`src/rtl/cpu_pkg.sv`:
```
// Shared definitions for the MIPS fetch stage.
//   - Default reset / exception addresses.
//   - Fetch-sequencer FSM state type.
//   - Instruction width and word-increment constants.
//   - Helper that word-aligns an incoming address.
package cpu_pkg;

  localparam int unsigned InstrWidth = 32;

  localparam logic [InstrWidth-1:0] WordIncr         = 32'd4;
  localparam logic [InstrWidth-1:0] RESET_PC_DFLT    = 32'h0000_0000;
  localparam logic [InstrWidth-1:0] EXC_VECTOR_DFLT  = 32'h0000_0180;

  typedef enum logic [1:0] {
    S_RESET = 2'd0,
    S_RUN   = 2'd1,
    S_STALL = 2'd2
  } pc_state_e;

  // Clear the byte-offset bits so every issued fetch address is word-aligned.
  function automatic logic [InstrWidth-1:0] align_word(input logic [InstrWidth-1:0] addr);
    return addr & ~32'h0000_0003;
  endfunction

endpackage

```
`src/rtl/pc_incr.sv`:
```
// Combinational 32-bit sequential-PC incrementer (adds one word, wraps mod 2^32).
// Ports:
//   addr_i  current fetch address
//   addr_o  addr_i + 4
module pc_incr
  import cpu_pkg::*;
(
  input  logic [InstrWidth-1:0] addr_i,
  output logic [InstrWidth-1:0] addr_o
);

  assign addr_o = addr_i + WordIncr;

endmodule

```
`src/rtl/pc_sequencer.sv`:
```
// Program-counter sequencer for the instruction-fetch stage.
// Issues fetch addresses over a valid/ready handshake and picks the next PC from
// sequential +4, delayed-branch redirect, exception vector or ERET return.
// Ports:
//   clk, rst            clock, synchronous active-high reset
//   pc_addr/pc_valid    fetch request to instruction memory
//   pc_ready            memory accepts pc_addr this cycle
//   pc_flush            one-cycle pulse: drop any in-flight fetch
//   stall               IF/ID cannot take new instructions
//   redir/redir_target  taken branch / jump from ID
//   exc                 exception taken
//   eret/epc            return from exception and its address
//   redir_pending       a redirect is buffered behind an outstanding fetch
module pc_sequencer
  import cpu_pkg::*;
#(
  parameter logic [InstrWidth-1:0] RESET_PC   = RESET_PC_DFLT,
  parameter logic [InstrWidth-1:0] EXC_VECTOR = EXC_VECTOR_DFLT
) (
  input  logic                  clk,
  input  logic                  rst,
  output logic [InstrWidth-1:0] pc_addr,
  output logic                  pc_valid,
  input  logic                  pc_ready,
  output logic                  pc_flush,
  input  logic                  stall,
  input  logic                  redir,
  input  logic [InstrWidth-1:0] redir_target,
  input  logic                  exc,
  input  logic                  eret,
  input  logic [InstrWidth-1:0] epc,
  output logic                  redir_pending
);

  pc_state_e             state_q, state_d;
  logic [InstrWidth-1:0] pc_q, pc_d;
  logic [InstrWidth-1:0] tgt_q, tgt_d;
  logic                  pend_q, pend_d;
  logic                  flush_q, flush_d;
  logic [InstrWidth-1:0] pc_seq;
  logic                  handshake;

  pc_incr u_pc_incr (
    .addr_i (pc_q),
    .addr_o (pc_seq)
  );

  // pc_valid is a pure decode of the state register.
  assign handshake = (state_q == S_RUN) && pc_ready;

  always_comb begin
    state_d = state_q;
    pc_d    = pc_q;
    tgt_d   = tgt_q;
    pend_d  = pend_q;
    flush_d = 1'b0;

    if (exc || eret) begin
      // Abandons any outstanding fetch, so the handshake hold rule does not apply.
      pc_d    = exc ? EXC_VECTOR : align_word(epc);
      flush_d = 1'b1;
      pend_d  = 1'b0;
      state_d = stall ? S_STALL : S_RUN;
    end else begin
      unique case (state_q)
        S_RESET: begin
          state_d = S_RUN;
          if (redir) pc_d = align_word(redir_target);
        end
        S_RUN: begin
          if (handshake) begin
            // The accepted fetch was the delay slot; a redirect now takes effect.
            if (redir)       pc_d = align_word(redir_target);
            else if (pend_q) pc_d = tgt_q;
            else             pc_d = pc_seq;
            pend_d  = 1'b0;
            state_d = stall ? S_STALL : S_RUN;
          end else if (redir) begin
            // Address must hold until accepted; park the target (newest wins).
            tgt_d  = align_word(redir_target);
            pend_d = 1'b1;
          end
        end
        S_STALL: begin
          // Nothing outstanding, so a redirect can replace the PC directly.
          if (redir)  pc_d = align_word(redir_target);
          if (!stall) state_d = S_RUN;
        end
        default: state_d = S_RESET;
      endcase
    end
  end

  always_ff @(posedge clk) begin
    if (rst) begin
      state_q <= S_RESET;
      pc_q    <= RESET_PC;
      tgt_q   <= '0;
      pend_q  <= 1'b0;
      flush_q <= 1'b0;
    end else begin
      state_q <= state_d;
      pc_q    <= pc_d;
      tgt_q   <= tgt_d;
      pend_q  <= pend_d;
      flush_q <= flush_d;
    end
  end

  assign pc_addr       = pc_q;
  assign pc_valid      = (state_q == S_RUN);
  assign pc_flush      = flush_q;
  assign redir_pending = pend_q;

endmodule

```
`config.mk`:
```
export PLATFORM = sky130hd
export DESIGN_NAME = pc_sequencer
export DESIGN_NICKNAME = d
export VERILOG_FILES = /design/src/rtl/cpu_pkg.sv /design/src/rtl/pc_incr.sv /design/src/rtl/pc_sequencer.sv
export SDC_FILE = /design/constraint.sdc
export NUM_CORES = 1
export LEC_CHECK = 0
export ABC_AREA = 0
export CAP_MARGIN = 10
export CORE_UTILIZATION = 45
export CTS_CLUSTER_SIZE = 28
export DETAILED_ROUTE_END_ITERATION = 8
export GPL_TIMING_DRIVEN = 0
export PLACE_DENSITY = 0.75
export SLEW_MARGIN = 10
export SYNTH_ARGS = -nofsm -noshare
export SYNTH_HDL_FRONTEND = slang
export SYNTH_SLANG_ARGS = --single-unit
```
`constraint.sdc`:
```
create_clock -name clk -period 5.55 [get_ports clk]
set_input_delay 0.555 -clock clk [delete_from_list [all_inputs] [get_ports clk]]
set_output_delay 0.555 -clock clk [all_outputs]
set_load 0.1 [all_outputs]
```
==> results.tsv <==
metric	value	unit
status	completed	
routability cong.	0.954	
synthesized flop and latch total	64	
clock latency on the worst-skew pair	0.35	ns
DRT Wirelength	14800	um
Final period util	49.4	%
critical path type	reg -> out	
Post-synth top flop	dfxtp_1	
fraction of layout cells with a size suffix above 1	6.78	%
Finished Cell Area	5290	um2
sw power	0.000425	W
Syn Std Cell Area	3950	um2
Die Area	9150	um2
relative slew slack	33.0	%
Avg Vias per Cell	6.32	
row count	33	
Mapped Avg Cell Area	7.40	um2
DR vias	4763	
CTS resizes	0	
Max Cap Viol	0	
ant diodes	0	
minimum clock period	2.74	ns
Slew Viols, Final	0	
warnings from Yosys	0	
first-pass GRT wire length	23000	um
pwr dens	240	nW/um2
Worst VDD drop	0.147	mV
DP Wirelength	10600	um
Worst Hold Class	reg -> reg	
Core ar.	8340	um2
Mapped Cells	533	
vias in the first global route	4553	
sequential share of the synthesized area	32.5	%
GRT Total Usage	33.6	%
top-area cell type share of the netlist area	32.5	%
port bufs	99	
per-cell routed wire length	19.6	um
Worst Tran Pin Value	1.00	ns
largest area contributor in the netlist	dfxtp_1	
CTS Buffer Depth	2	
setup bufs post-CTS	0	
DRT antenna net count	0	
leakage	1.81	nW
area grow syn2layout	34.1	%
Async SR Flop Fraction	0	%
R2R Path Start	redir_pending	
Critical Path Start Type	flip-flop	
Setup violations, final	0	
Ports	106	
initial antenna violation count	0	
CTS Buf Count	9	
Die Y	95.6	um
Post-Route Setup TNS	0	ns
CTS H-tree depth	3	
Initial Util	47.3	%
clock tree from TritonCTS	yes	
Final nets	716	
placed cells	738	
largest cells by area after synthesis	dfxtp_1 (32%), nand2_1 (10%), a21oi_1 (6.1%)	
Post-DP Area	5070	um2
fin cells	754	
fmax	365	MHz
DR iter-0 viols	532	
drt pass-1 iters	6	
Final Hold Viols	0	
hold slack	0.458	ns
hold path startpoint	tgt_q[27]	
GR Overflow Total	0	
number of synthesized flops with an enable pin	0	
largest net degree at the start of global routing	12	
Pint	0.000845	W
count of cell types in the netlist	72	
RSZ-0062 raised after global routing	false	
Worst Skew	0.00557	ns
worst path arrival time	2.18	ns
Comb pwr share	24.6	%
Reg power frac	39.2	%
Die W	95.6	um
CTS Hold Bufs	0	
Setup crit end kind	primary output	
DRC Markers	0	
Sw Ratio	33.5	%
Clock transition at path regs	0.07	ns
Worst Path Required	4.99	ns
filler instances	764	
CTS root buffer	clkbuf_8	
CP startpoint	state_q[0]	
CTS sink cnt	64	
clock network fraction of total power	36.3	%
fin util	63.4	%
critical path peak fanout	9	
[flip-flops by register name, indices dropped and copies added (netlist names)]
| signal | count |
|---|---|
| state_q | 2 |
| redir_pending | 1 |
| pc_addr | 30 |
| tgt_q | 30 |
| pc_flush | 1 |
[cells in the final DEF, fill, tap and decap left out, drive strengths merged, types with 4 or more instances in the layout]
cell           count
a211oi            10
xnor2              6
a21oi             48
nand3             24
nor2              25
nor3               9
o211ai             6
and4               6
o22ai              9
a22o               4
nor2b              5
clkdlybuf4s50     99
clkbuf            37
dfxtp             64
nand2            106
o21ai             28
nor4              10
o31ai              4
or3                4
nand4             10
nand2b             7
o32ai              7
inv               11
xor2               6
and2               7
a31oi             12
a221oi             4
buf               17
and3               8
[cell type report]
type	instances	area, um2	area share [%]
inverter	11	41.3	0.780
multi-input combinational	415	2410	45.6
timing repair buffer	99	991	18.7
tap	105	131	2.48
sequential	64	1280	24.2
clock buffer	10	138	2.60
buffer	44	211	4.00
clock inverter	6	82.6	1.56
[power by group through the flow]
stage,clock network [W],logic (W),registers (W)
after floorplan,0,0.000104,0.000591
after global routing,0.000479,0.000326,0.000500
after CTS,0.000458,0.000307,0.000496
after detailed placement,0,0.000305,0.000507
final,0.000461,0.000312,0.000498
after global placement,0,0.000303,0.000507
[Yosys cell counts, drive strengths merged, types with 4 or more instances]
| library cell | number |
|---|---|
| buf | 17 |
| inv | 11 |
| a31oi | 12 |
| a21oi | 48 |
| dfxtp | 64 |
| xor2 | 6 |
| o32ai | 7 |
| nor4 | 10 |
| nor2b | 5 |
| and2 | 7 |
| a211oi | 10 |
| or3 | 4 |
| nor2 | 25 |
| o21ai | 28 |
| and4 | 6 |
| o22ai | 9 |
| nor3 | 9 |
| a22o | 4 |
| and3 | 8 |
| a221oi | 4 |
| nand2b | 7 |
| nand2 | 106 |
| nand4 | 10 |
| nand3 | 24 |
| o31ai | 4 |
| clkbuf | 27 |
| o211ai | 6 |
| xnor2 | 6 |
[path summary, 6_finish.rpt]
kind / endpoint / slack (ns) / cells past startpoint
worst max-delay path: pc_valid / 2.81 / 2
worst min-delay path: tgt_q[27] / 0.46 / 2
worst max register to register: pc_addr[25] / 3.03 / 8
worst min register to register: tgt_q[27] / 0.46 / 2
[cells by family (layout without fill, tap and decap cells)]
family          count (synthesis)  after routing  synth area share [%]
simple gates                  232            232                  29.5
xor+xnor                       12             12                  2.66
buf+inv                        55            170                  6.41
other cells                     1              2                0.0951
flops                          64             64                  32.5
mux                             1              1                 0.254
fa+ha+maj                       1              1                 0.317
compound gates                167            167                  28.3
[stage by stage]
| stage | total power (W) | setup WS (ns) |
|---|---|---|
| floorplan | 0.000695 | 2.63 |
| global placement | 0.000809 | 2.64 |
| detailed placement | 0.000812 | 2.62 |
| CTS | 0.00126 | 2.82 |
| global route | 0.00130 | 2.70 |
| finish | 0.00127 | 2.81 |
[critical path: stages (launching register included)]
cell	delay [ns]
dfxtp_1	0.47
nor2b_1	0.21
clkdlybuf4s50_1	1.15
[per-layer routing]
layer  track usage [%]  wire length (um)  up-vias
met5                 0                 0        -
met1              42.4              5970     2183
met4              18.5               582        0
met2              52.0              6510      335
met3              8.85              1720       54
li1                  -                 -     2191
Note: power is estimated with default switching activity, not from simulation.
